$ cat src/rtl/rv_decode_stage.sv
// RISC-V base-ISA decode stage: decodes on the input side, then holds results in an
// output register backed by a one-entry skid register so in_ready can be a flop.
module rv_decode_stage #(
  parameter int XLEN         = 32,
  parameter bit RV_C_ILLEGAL = 1'b1
) (
  input  logic            clk,
  input  logic            rst_n,
  input  logic            flush,
  input  logic            in_valid,
  output logic            in_ready,
  input  logic [31:0]     in_instr,
  input  logic [XLEN-1:0] in_pc,
  output logic            out_valid,
  input  logic            out_ready,
  output logic [XLEN-1:0] out_pc,
  output logic [6:0]      out_opcode,
  output logic [4:0]      out_rd,
  output logic [4:0]      out_rs1,
  output logic [4:0]      out_rs2,
  output logic [2:0]      out_funct3,
  output logic [6:0]      out_funct7,
  output logic [2:0]      out_fmt,
  output logic [XLEN-1:0] out_imm,
  output logic            out_rd_we,
  output logic            out_illegal
);

  localparam logic [2:0] FMT_R   = 3'd0;
  localparam logic [2:0] FMT_I   = 3'd1;
  localparam logic [2:0] FMT_S   = 3'd2;
  localparam logic [2:0] FMT_B   = 3'd3;
  localparam logic [2:0] FMT_U   = 3'd4;
  localparam logic [2:0] FMT_J   = 3'd5;
  localparam logic [2:0] FMT_ILL = 3'd7;

  typedef struct packed {
    logic [XLEN-1:0] pc;
    logic [6:0]      opcode;
    logic [4:0]      rd;
    logic [4:0]      rs1;
    logic [4:0]      rs2;
    logic [2:0]      funct3;
    logic [6:0]      funct7;
    logic [2:0]      fmt;
    logic [XLEN-1:0] imm;
    logic            rd_we;
    logic            illegal;
  } dec_t;

  dec_t        dec;
  dec_t        or_q;
  dec_t        sk_q;
  logic        or_v;
  logic        sk_v;
  logic [31:0] imm32;
  logic        accept;
  logic        or_free;

  // Handshake: a beat moves on a side in any cycle where valid and ready are both
  // high at the rising edge; out_* stays frozen while out_valid is high and out_ready low.
  assign accept  = in_valid & in_ready;
  assign or_free = ~or_v | out_ready;

  always_comb begin
    dec        = '0;
    imm32      = '0;
    dec.pc     = in_pc;
    dec.opcode = in_instr[6:0];
    dec.rd     = in_instr[11:7];
    dec.rs1    = in_instr[19:15];
    dec.rs2    = in_instr[24:20];
    dec.funct3 = in_instr[14:12];
    dec.funct7 = in_instr[31:25];
    unique case (in_instr[6:0])
      7'b0110011:                                     dec.fmt = FMT_R;
      7'b0010011, 7'b0000011, 7'b1100111, 7'b1110011: dec.fmt = FMT_I;
      7'b0100011:                                     dec.fmt = FMT_S;
      7'b1100011:                                     dec.fmt = FMT_B;
      7'b0110111, 7'b0010111:                         dec.fmt = FMT_U;
      7'b1101111:                                     dec.fmt = FMT_J;
      default:                                        dec.fmt = FMT_ILL;
    endcase
    if (RV_C_ILLEGAL && (in_instr[1:0] != 2'b11)) dec.fmt = FMT_ILL;
    dec.illegal = (dec.fmt == FMT_ILL);
    case (dec.fmt)
      FMT_I:   imm32 = {{20{in_instr[31]}}, in_instr[31:20]};
      FMT_S:   imm32 = {{20{in_instr[31]}}, in_instr[31:25], in_instr[11:7]};
      FMT_B:   imm32 = {{20{in_instr[31]}}, in_instr[7], in_instr[30:25],
                        in_instr[11:8], 1'b0};
      FMT_U:   imm32 = {in_instr[31:12], 12'b0};
      FMT_J:   imm32 = {{12{in_instr[31]}}, in_instr[19:12], in_instr[20],
                        in_instr[30:21], 1'b0};
      default: imm32 = '0;
    endcase
    dec.imm   = XLEN'($signed(imm32));
    dec.rd_we = (dec.fmt inside {FMT_R, FMT_I, FMT_U, FMT_J}) && (dec.rd != 5'd0);
  end

  // Skid occupancy alone gates new input, so in_ready is a pure flop output.
  assign in_ready = ~sk_v;

  always_ff @(posedge clk or negedge rst_n) begin
    if (!rst_n) begin
      or_v <= 1'b0;
      sk_v <= 1'b0;
      or_q <= '0;
      sk_q <= '0;
    end else if (flush) begin
      or_v <= 1'b0;
      sk_v <= 1'b0;
    end else if (or_free) begin
      if (sk_v) begin
        or_q <= sk_q;
        or_v <= 1'b1;
        sk_v <= 1'b0;
      end else if (accept) begin
        or_q <= dec;
        or_v <= 1'b1;
      end else begin
        or_v <= 1'b0;
      end
    end else if (accept) begin
      sk_q <= dec;
      sk_v <= 1'b1;
    end
  end

  assign out_valid   = or_v;
  assign out_pc      = or_q.pc;
  assign out_opcode  = or_q.opcode;
  assign out_rd      = or_q.rd;
  assign out_rs1     = or_q.rs1;
  assign out_rs2     = or_q.rs2;
  assign out_funct3  = or_q.funct3;
  assign out_funct7  = or_q.funct7;
  assign out_fmt     = or_q.fmt;
  assign out_imm     = or_q.imm;
  assign out_rd_we   = or_q.rd_we;
  assign out_illegal = or_q.illegal;

endmodule
$ cat config.mk
export PLATFORM = sky130hd
export DESIGN_NAME = rv_decode_stage
export DESIGN_NICKNAME = d
export VERILOG_FILES = /design/src/rtl/rv_decode_stage.sv
export SDC_FILE = /design/constraint.sdc
export NUM_CORES = 1
export LEC_CHECK = 0
export CAP_MARGIN = 20
export CORE_AREA = 2 2 162 164
export CTS_CLUSTER_SIZE = 14
export DETAILED_ROUTE_END_ITERATION = 8
export DIE_AREA = 0 0 164 166
export MAX_ROUTING_LAYER = met4
export PLACE_DENSITY_LB_ADDON = 0.2
export SLEW_MARGIN = 40
export SYNTH_ARGS = -nofsm -noshare
export SYNTH_HDL_FRONTEND = slang
export SYNTH_SLANG_ARGS = --single-unit
$ cat constraint.sdc
create_clock -name clk -period 1.55 [get_ports clk]
set_input_delay 0.465 -clock clk [delete_from_list [all_inputs] [get_ports clk]]
set_output_delay 0.465 -clock clk [all_outputs]
set_load 0.01 [all_outputs]
After elaboration in Yosys (flattened, before gate mapping):

Cells that the tools add are included.

* equal/unequal tests: 17
* mux-type cells: 12
* bitwise logic cells: 6
* reduce and logical (&&, ||, !) cells: 11

Operators with widths (count)
* $mux W101: 2
* $pmux W32 S5: 1
* $eq A7 B7 Y1 const B: 4
* $eq A7 B6 Y1 const B: 3
* $pmux W3 S6: 1
* $eq A7 B5 Y1 const B: 2
* $eq A3 B3 Y1 const B: 3
* $eq A7 B2 Y1 const B: 1
* $mux W1: 7
* $eq A3 B2 Y1 const B: 2
* $reduce_and A3 Y1: 2
* $reduce_bool A5 Y1: 1
* $not A1 Y1: 4
* $reduce_bool A2 Y1: 2
* $reduce_bool A4 Y1: 1
* $reduce_or A4 Y1: 1
* $eq A3 B1 Y1 const B: 1
* $logic_not A3 Y1: 1
* $mux W3: 1
* $reduce_bool A3 Y1: 1
* $ne A2 B2 Y1 const B: 1
* $reduce_or A2 Y1: 1
* $and A1 B1 Y1: 1
* $logic_and A1 B1 Y1: 1
* $or A1 B1 Y1: 1

* register bits after elaboration: 204
* input bits: 69
* output and inout port bits: 103
* word-level logic and storage cells: 70

Depth between registers and ports, before layout:

Gate-level depths: netlist of run 1.

* word-level depth: 9
* depth in mapped cells: 7

Worst setup path after synthesis of run 1:

No wires, ideal clock.

* path kind: register to register
* from: reg or_v (netlist: out_valid)
* to: reg or_q, in the netlist out_imm[24]
* setup time: 0.126 ns
* data arrival time: 1.638 ns
* data required time: 1.424 ns
* path slack: -0.214 ns
* cell stages (with the launch flop): 8
* period minus slack after synthesis: 1.764 ns
* cells stage by stage: dfrtp_1 -> nor2b_1 -> or3_4 -> buf_6 -> buf_6 -> or3_1 -> o21ai_0 -> a21oi_1

* word-level cells in the longest chain between the ends: 3

RTL lines
* from (decl): line 54 `logic or_v;`
* from (signal assigned): line 105 `or_v <= 1'b0;`
* from (signal assigned): line 110 `or_v <= 1'b0;`
* from (signal assigned): line 115 `or_v <= 1'b1;`
* $not A1 Y1: line 63 `assign or_free = ~or_v | out_ready;`
* $or A1 B1 Y1: line 63
* $reduce_and A3 Y1 (no line)
* to (signal assigned): line 114 `or_q <= sk_q;`
* to (decl): line 52 `dec_t or_q;`

Every way passes these cells.
A chain may end at the register's enable or synchronous reset.

Worst setup path in the final report of run 1:

* from: in out_ready
* to: reg or_q, in the netlist out_imm[12]

* word-level cells in the longest chain between the ends: 2

RTL lines
* from (decl): line 15 `input logic out_ready,`
* $or A1 B1 Y1: line 63
* $reduce_and A3 Y1 (no line)

Every way passes these cells.

==> results of run 1 <==
## cells in the mapped netlist (2+ instances only)
master                     number  area, sq um
sky130_fd_sc_hd__nand2_1      291         1090
sky130_fd_sc_hd__dfrtp_1      204         5100
sky130_fd_sc_hd__o21ai_0      105          526
sky130_fd_sc_hd__mux2i_1       65          651
sky130_fd_sc_hd__a21oi_1       48          240
sky130_fd_sc_hd__nor2_1        33          124
sky130_fd_sc_hd__clkbuf_1      32          120
sky130_fd_sc_hd__buf_2         19         95.1
sky130_fd_sc_hd__and3_1        14         87.6
sky130_fd_sc_hd__a22oi_1       13         97.6
sky130_fd_sc_hd__or3_1         13         81.3
sky130_fd_sc_hd__o22ai_1        9         56.3
sky130_fd_sc_hd__a22o_1         8         70.1
sky130_fd_sc_hd__buf_1          8         30.0
sky130_fd_sc_hd__a221o_1        6         60.1
sky130_fd_sc_hd__nand3_1        5         25.0
sky130_fd_sc_hd__nand2b_1       4         25.0
sky130_fd_sc_hd__inv_1          3         11.3
sky130_fd_sc_hd__nand4b_1       3         26.3
sky130_fd_sc_hd__nor2b_1        3         18.8
sky130_fd_sc_hd__nor3_1         3         15.0
sky130_fd_sc_hd__o31ai_1        3         22.5
sky130_fd_sc_hd__a32oi_1        2         17.5
sky130_fd_sc_hd__and2_1         2         12.5
sky130_fd_sc_hd__buf_6          2         22.5
sky130_fd_sc_hd__nor3_2         2         20.0
sky130_fd_sc_hd__nor4_1         2         12.5
sky130_fd_sc_hd__o21a_1         2         15.0
sky130_fd_sc_hd__o22a_1         2         17.5
## area by class of cell
cell class	instances	area share
repair buffers	278	0.190
diodes	1	0.000204
inverters	3	0.00112
flip-flops and latches	204	0.417
clock inverters	9	0.00419
well taps	335	0.0342
clock buffers	31	0.0511
multi-input cells	652	0.302
## worst reg2reg max path, cell delays in order, from the launching register on
cell and delay (ps):
sky130_fd_sc_hd__dfrtp_1 390, sky130_fd_sc_hd__nor2b_4 150, sky130_fd_sc_hd__or3_4 400, sky130_fd_sc_hd__clkbuf_16 210
sky130_fd_sc_hd__buf_12 180, sky130_fd_sc_hd__a21oi_1 130, sky130_fd_sc_hd__o22ai_1 100
## power groups by stage
stage | Sequential, mW | Combinational, mW | Clock (mW)
2_1_floorplan | 6.86 | 0.978 | 0
3_3_place_gp | 6.76 | 2.67 | 0
3_5_place_dp | 6.79 | 2.71 | 0
4_1_cts | 6.69 | 2.44 | 5.16
5_1_grt | 6.80 | 2.83 | 5.37
6_report | 6.69 | 2.53 | 5.01
## worst min-delay path by stage
stage                     slack, ps                      to  cells past startpoint
final                           260    sk_q[67]$_DFFE_PN0P_                      3
after global routing            250    sk_q[67]$_DFFE_PN0P_                      3
after CTS                       390   out_valid$_DFFE_PN0N_                      2
after detailed placement        380    sk_q[77]$_DFFE_PN0P_                      1
after global placement          380   out_pc[8]$_DFFE_PN0P_                      1
after floorplan                 170  out_fmt[0]$_DFFE_PN0P_                      0
## registers in the layout, indices dropped and copies added (netlist names), 5 cells and up
signal / flops
out_rs1: 5
out_funct7: 7
out_rd: 5
sk_q: 101
out_rs2: 5
out_pc: 32
out_imm: 32
out_opcode: 7
## cell families after synthesis
| kind of cell | synth area share |
|---|---|
| buf+inv | 0.0316 |
| compound gates | 0.133 |
| mux | 0.0737 |
| simple gates | 0.183 |
| flops | 0.578 |
## metrics by stage
stage                     total power, mW  TNS, ps
final                                14.2    -7590
after global routing                 15.0   -12560
after global placement               9.43  -122550
after CTS                            14.3    -6580
after floorplan                      7.84    -8470
after detailed placement             9.50  -126030
## cell usage in the layout (no fill, tap or decap), drive strengths merged, types with 2 or more instances in the layout
| master | Yosys | layout |
|---|---|---|
| a21oi | 49 | 49 |
| a221o | 6 | 6 |
| a22o | 8 | 8 |
| a22oi | 13 | 13 |
| a32oi | 2 | 2 |
| and2 | 2 | 2 |
| and3 | 14 | 14 |
| buf | 29 | 205 |
| clkbuf | 32 | 37 |
| clkdlybuf4s50 | 0 | 59 |
| clkinv | 0 | 7 |
| dfrtp | 204 | 204 |
| dlygate4sd2 | 0 | 7 |
| inv | 3 | 4 |
| mux2i | 65 | 65 |
| nand2 | 291 | 291 |
| nand2b | 4 | 4 |
| nand3 | 5 | 5 |
| nand4b | 3 | 3 |
| nor2 | 33 | 33 |
| nor2b | 3 | 3 |
| nor3 | 6 | 6 |
| nor4 | 2 | 2 |
| o21a | 2 | 2 |
| o21ai | 106 | 106 |
| o22a | 2 | 2 |
| o22ai | 9 | 9 |
| o31ai | 3 | 3 |
| or3 | 14 | 14 |
## per-layer routing
| metal | vias to the layer above | track usage | wire, microns |
|---|---|---|---|
| met5 | - | - | 0 |
| met4 | 0 | 0.0366 | 322 |
| met3 | 23 | 0.0315 | 1730 |
| met2 | 209 | 0.307 | 12400 |
| met1 | 3631 | 0.270 | 12300 |
| li1 | 3615 | - | - |
## timing repair
action | CTS | global route
setup buffers | 13 | 8
endpoints found under the setup margin | 282 | 182
gates resized for setup | 482 | 78
endpoints found under the hold margin | 21 | 0
hold buffers | 1 | 0
cloned | 2 | 7
pin swaps | 14 | 14
==> results.md, run 1 <==
- The cell family contributing the most delay on the critical path is buffers and inverters.
- Summed over all cells, the static leakage comes to 5.74 nW.
- The initial detailed-routing violation count is 418.
- In this run the worst setup path terminates at out_imm[12]$_DFFE_PN0P_.
- The die outline area is 27200 sq um.
- The clock insertion delay at the later pin of the skew report is 510 ps.
- The worst slack at placement is -847 ps.
- The total detailed-routing wirelength is 26.7 mm.
- The number of hold violations in the final report is 0.
- The relative max-transition margin is 0.709.
- The post-layout utilization of the core is 0.478.
- The post-synthesis instance area is 8830 sq um.
- The critical path is of the primary input to flop type.
- The detail-routed net length per standard cell is 17.7 microns.
- CTS built an H-tree with a depth of 1.
- The core box area is 25600 sq um.
- The count of cells along the worst register-to-register path is 6.
- The internal power summed over all cells is 10.2 mW.
- The clock sink count is 204.
- The post-detailed-route via-to-cell ratio is 4.94.
- In this run the mean area of a mapped cell was 9.59 sq um.
- The post-synthesis cell count is 920.
- In this run, synthesis produced a sequential element count of 204.
- The finished cells cover 12200 sq um.
- Global routing finished with a remaining overflow of 0.
- The synthesized design contains 0 enable-type register cells.
- The global-route usage over all layers is 0.195.
- In this run the remaining antenna-violating nets after routing total 0.
- Across the run, the number of max-cap violations was 0.
- Routability-driven placement finished with a final weighted congestion of 0.877.
- The count of buffer and inverter cells on the critical path is 3.
- Data arrives at the worst endpoint at 2090 ps.
- The initialized floorplan defines 59 standard-cell rows.
- Derived from the worst setup path, the maximum achievable clock frequency is 585 MHz.
- Of the cells placed in the final design, the portion with a size suffix greater than 1 is 0.257.
- The slowest stage cell on the critical path is sky130_fd_sc_hd__clkdlybuf4s50_1.
- The die outline height is 166 microns.
- The run finished, with violations left.
- The horizontal die dimension is 164 microns.
- The largest stage delay on the critical path is 520 ps.
- The sequential power share is 0.470.
- The via count of the routed design is 7478.
- The clock slew seen by the registers of the worst setup and hold paths is 60 ps.
- During synthesis, Yosys emitted a total of 0 warnings.
- For the finished layout, the period the worst path requires is 1710 ps.
- The critical path starts at out_ready.
- The final setup slack of the worst path is -161 ps.
- The start point of the worst min-delay path is in_instr[5].
- Of the total power, the clock network draws 0.352.
- For the pin with the worst max-slew slack, the measured transition is 431 ps.
- The async set or reset register ratio after synthesis is 1.00.
- Summing all flip-flop and latch instances after layout gives 5110 sq um.
- The first detailed-routing pass took 4 iterations.
- STA classifies the critical path endpoint as a flop.
- TritonCTS built the clock tree.
- Setup violations remaining at the end of the flow were counted as 118.
- The signal on the critical path passes through clkdlybuf4s50_1 > nor2b_4 > or3_4 > clkbuf_16 > buf_12 > a21oi_1 > o22ai_1.
- The startpoint of the lowest-slack register-to-register path is out_valid$_DFFE_PN0N_.
- The worst hold path belongs to the class primary input to flop.
- The wire length of the first global-routing pass is 41.1 mm.
- The number of nets in the synthesized netlist is 989.
- The type of element launching the critical path is a primary input.
- Dividing total power by cell area gives a power density of 1160 nW/um^2.
- Between clock sinks in the finished design, the worst skew comes to 10.6 ps.
- The final reports fail on negative setup slack.
- The pin count of the biggest net entering global routing is 57.
- The switching power is 4.04 mW.
- The area growth from synthesis to layout is 38.8%.
- The final cycle utilization of the critical path is 1.10.
- The critical register-to-register path endpoint is out_imm[12]$_DFFE_PN0P_.
- The most common flop cell mapped by yosys is sky130_fd_sc_hd__dfrtp_1.
- The net count reported at finish is 1231.
- The number of I/O pins is 172.
- The layout has 2407 filler cells.
- The worst hold margin is 260 ps.
- The instance count after placement with tap cells included is 1445.
- Setup repair after global routing could not meet its margin everywhere.
- The setup slack on the worst flop-to-flop path is -150 ps.
- The sequential cell area fraction in the yosys report is 0.578.
- The post-placement cell area is 11400 sq um.
- CTS placed an instance of sky130_fd_sc_hd__clkbuf_16 at the clock tree root.
- IR analysis of the VDD net gives a maximum drop of 430 uV.
- The share of total power dissipated in combinational logic is 0.178.
- The total stage count of the critical path is 7.
- The count of input and output buffers is 171.
- After detailed routing, the number of remaining DRC violations is 0.
- The distinct cell type count of the synthesized netlist is 43.
- Of the total power, the share spent switching nets is 0.284.
- Summing all multi-input logic gate instances after layout gives 3700 sq um.
- For this configuration, the core starts out at a cell density of 0.345.
- The number of global-route vias before repair came to 7415.
- The largest driver fanout on the critical path is 24.
- The final cell count without fillers is 1513.
- The critical path required time is 1930 ps.
- The number of CTS-inserted buffers is 23.
- The number of pins exceeding their max-slew limit in the final report is 0.
- The buffer levels on the longest clock path is 3.
- The initial antenna violation count is 1.
- The placed wire-length estimate after detailed placement is 17.0 mm.
Power figures use the tool's default switching activity.
==> inputs of run 2 (changes only) <==
--- a/config.mk
+++ b/config.mk
@@ -5,6 +5,7 @@
 export SDC_FILE = /design/constraint.sdc
 export NUM_CORES = 1
 export LEC_CHECK = 0
+export ABC_CLOCK_PERIOD_IN_PS = 1550
 export CAP_MARGIN = 20
 export CORE_AREA = 2 2 162 164
 export CTS_CLUSTER_SIZE = 14
==> results of run 2 <==
No change in the layout: final DEF, timing and power equal those of run 1.
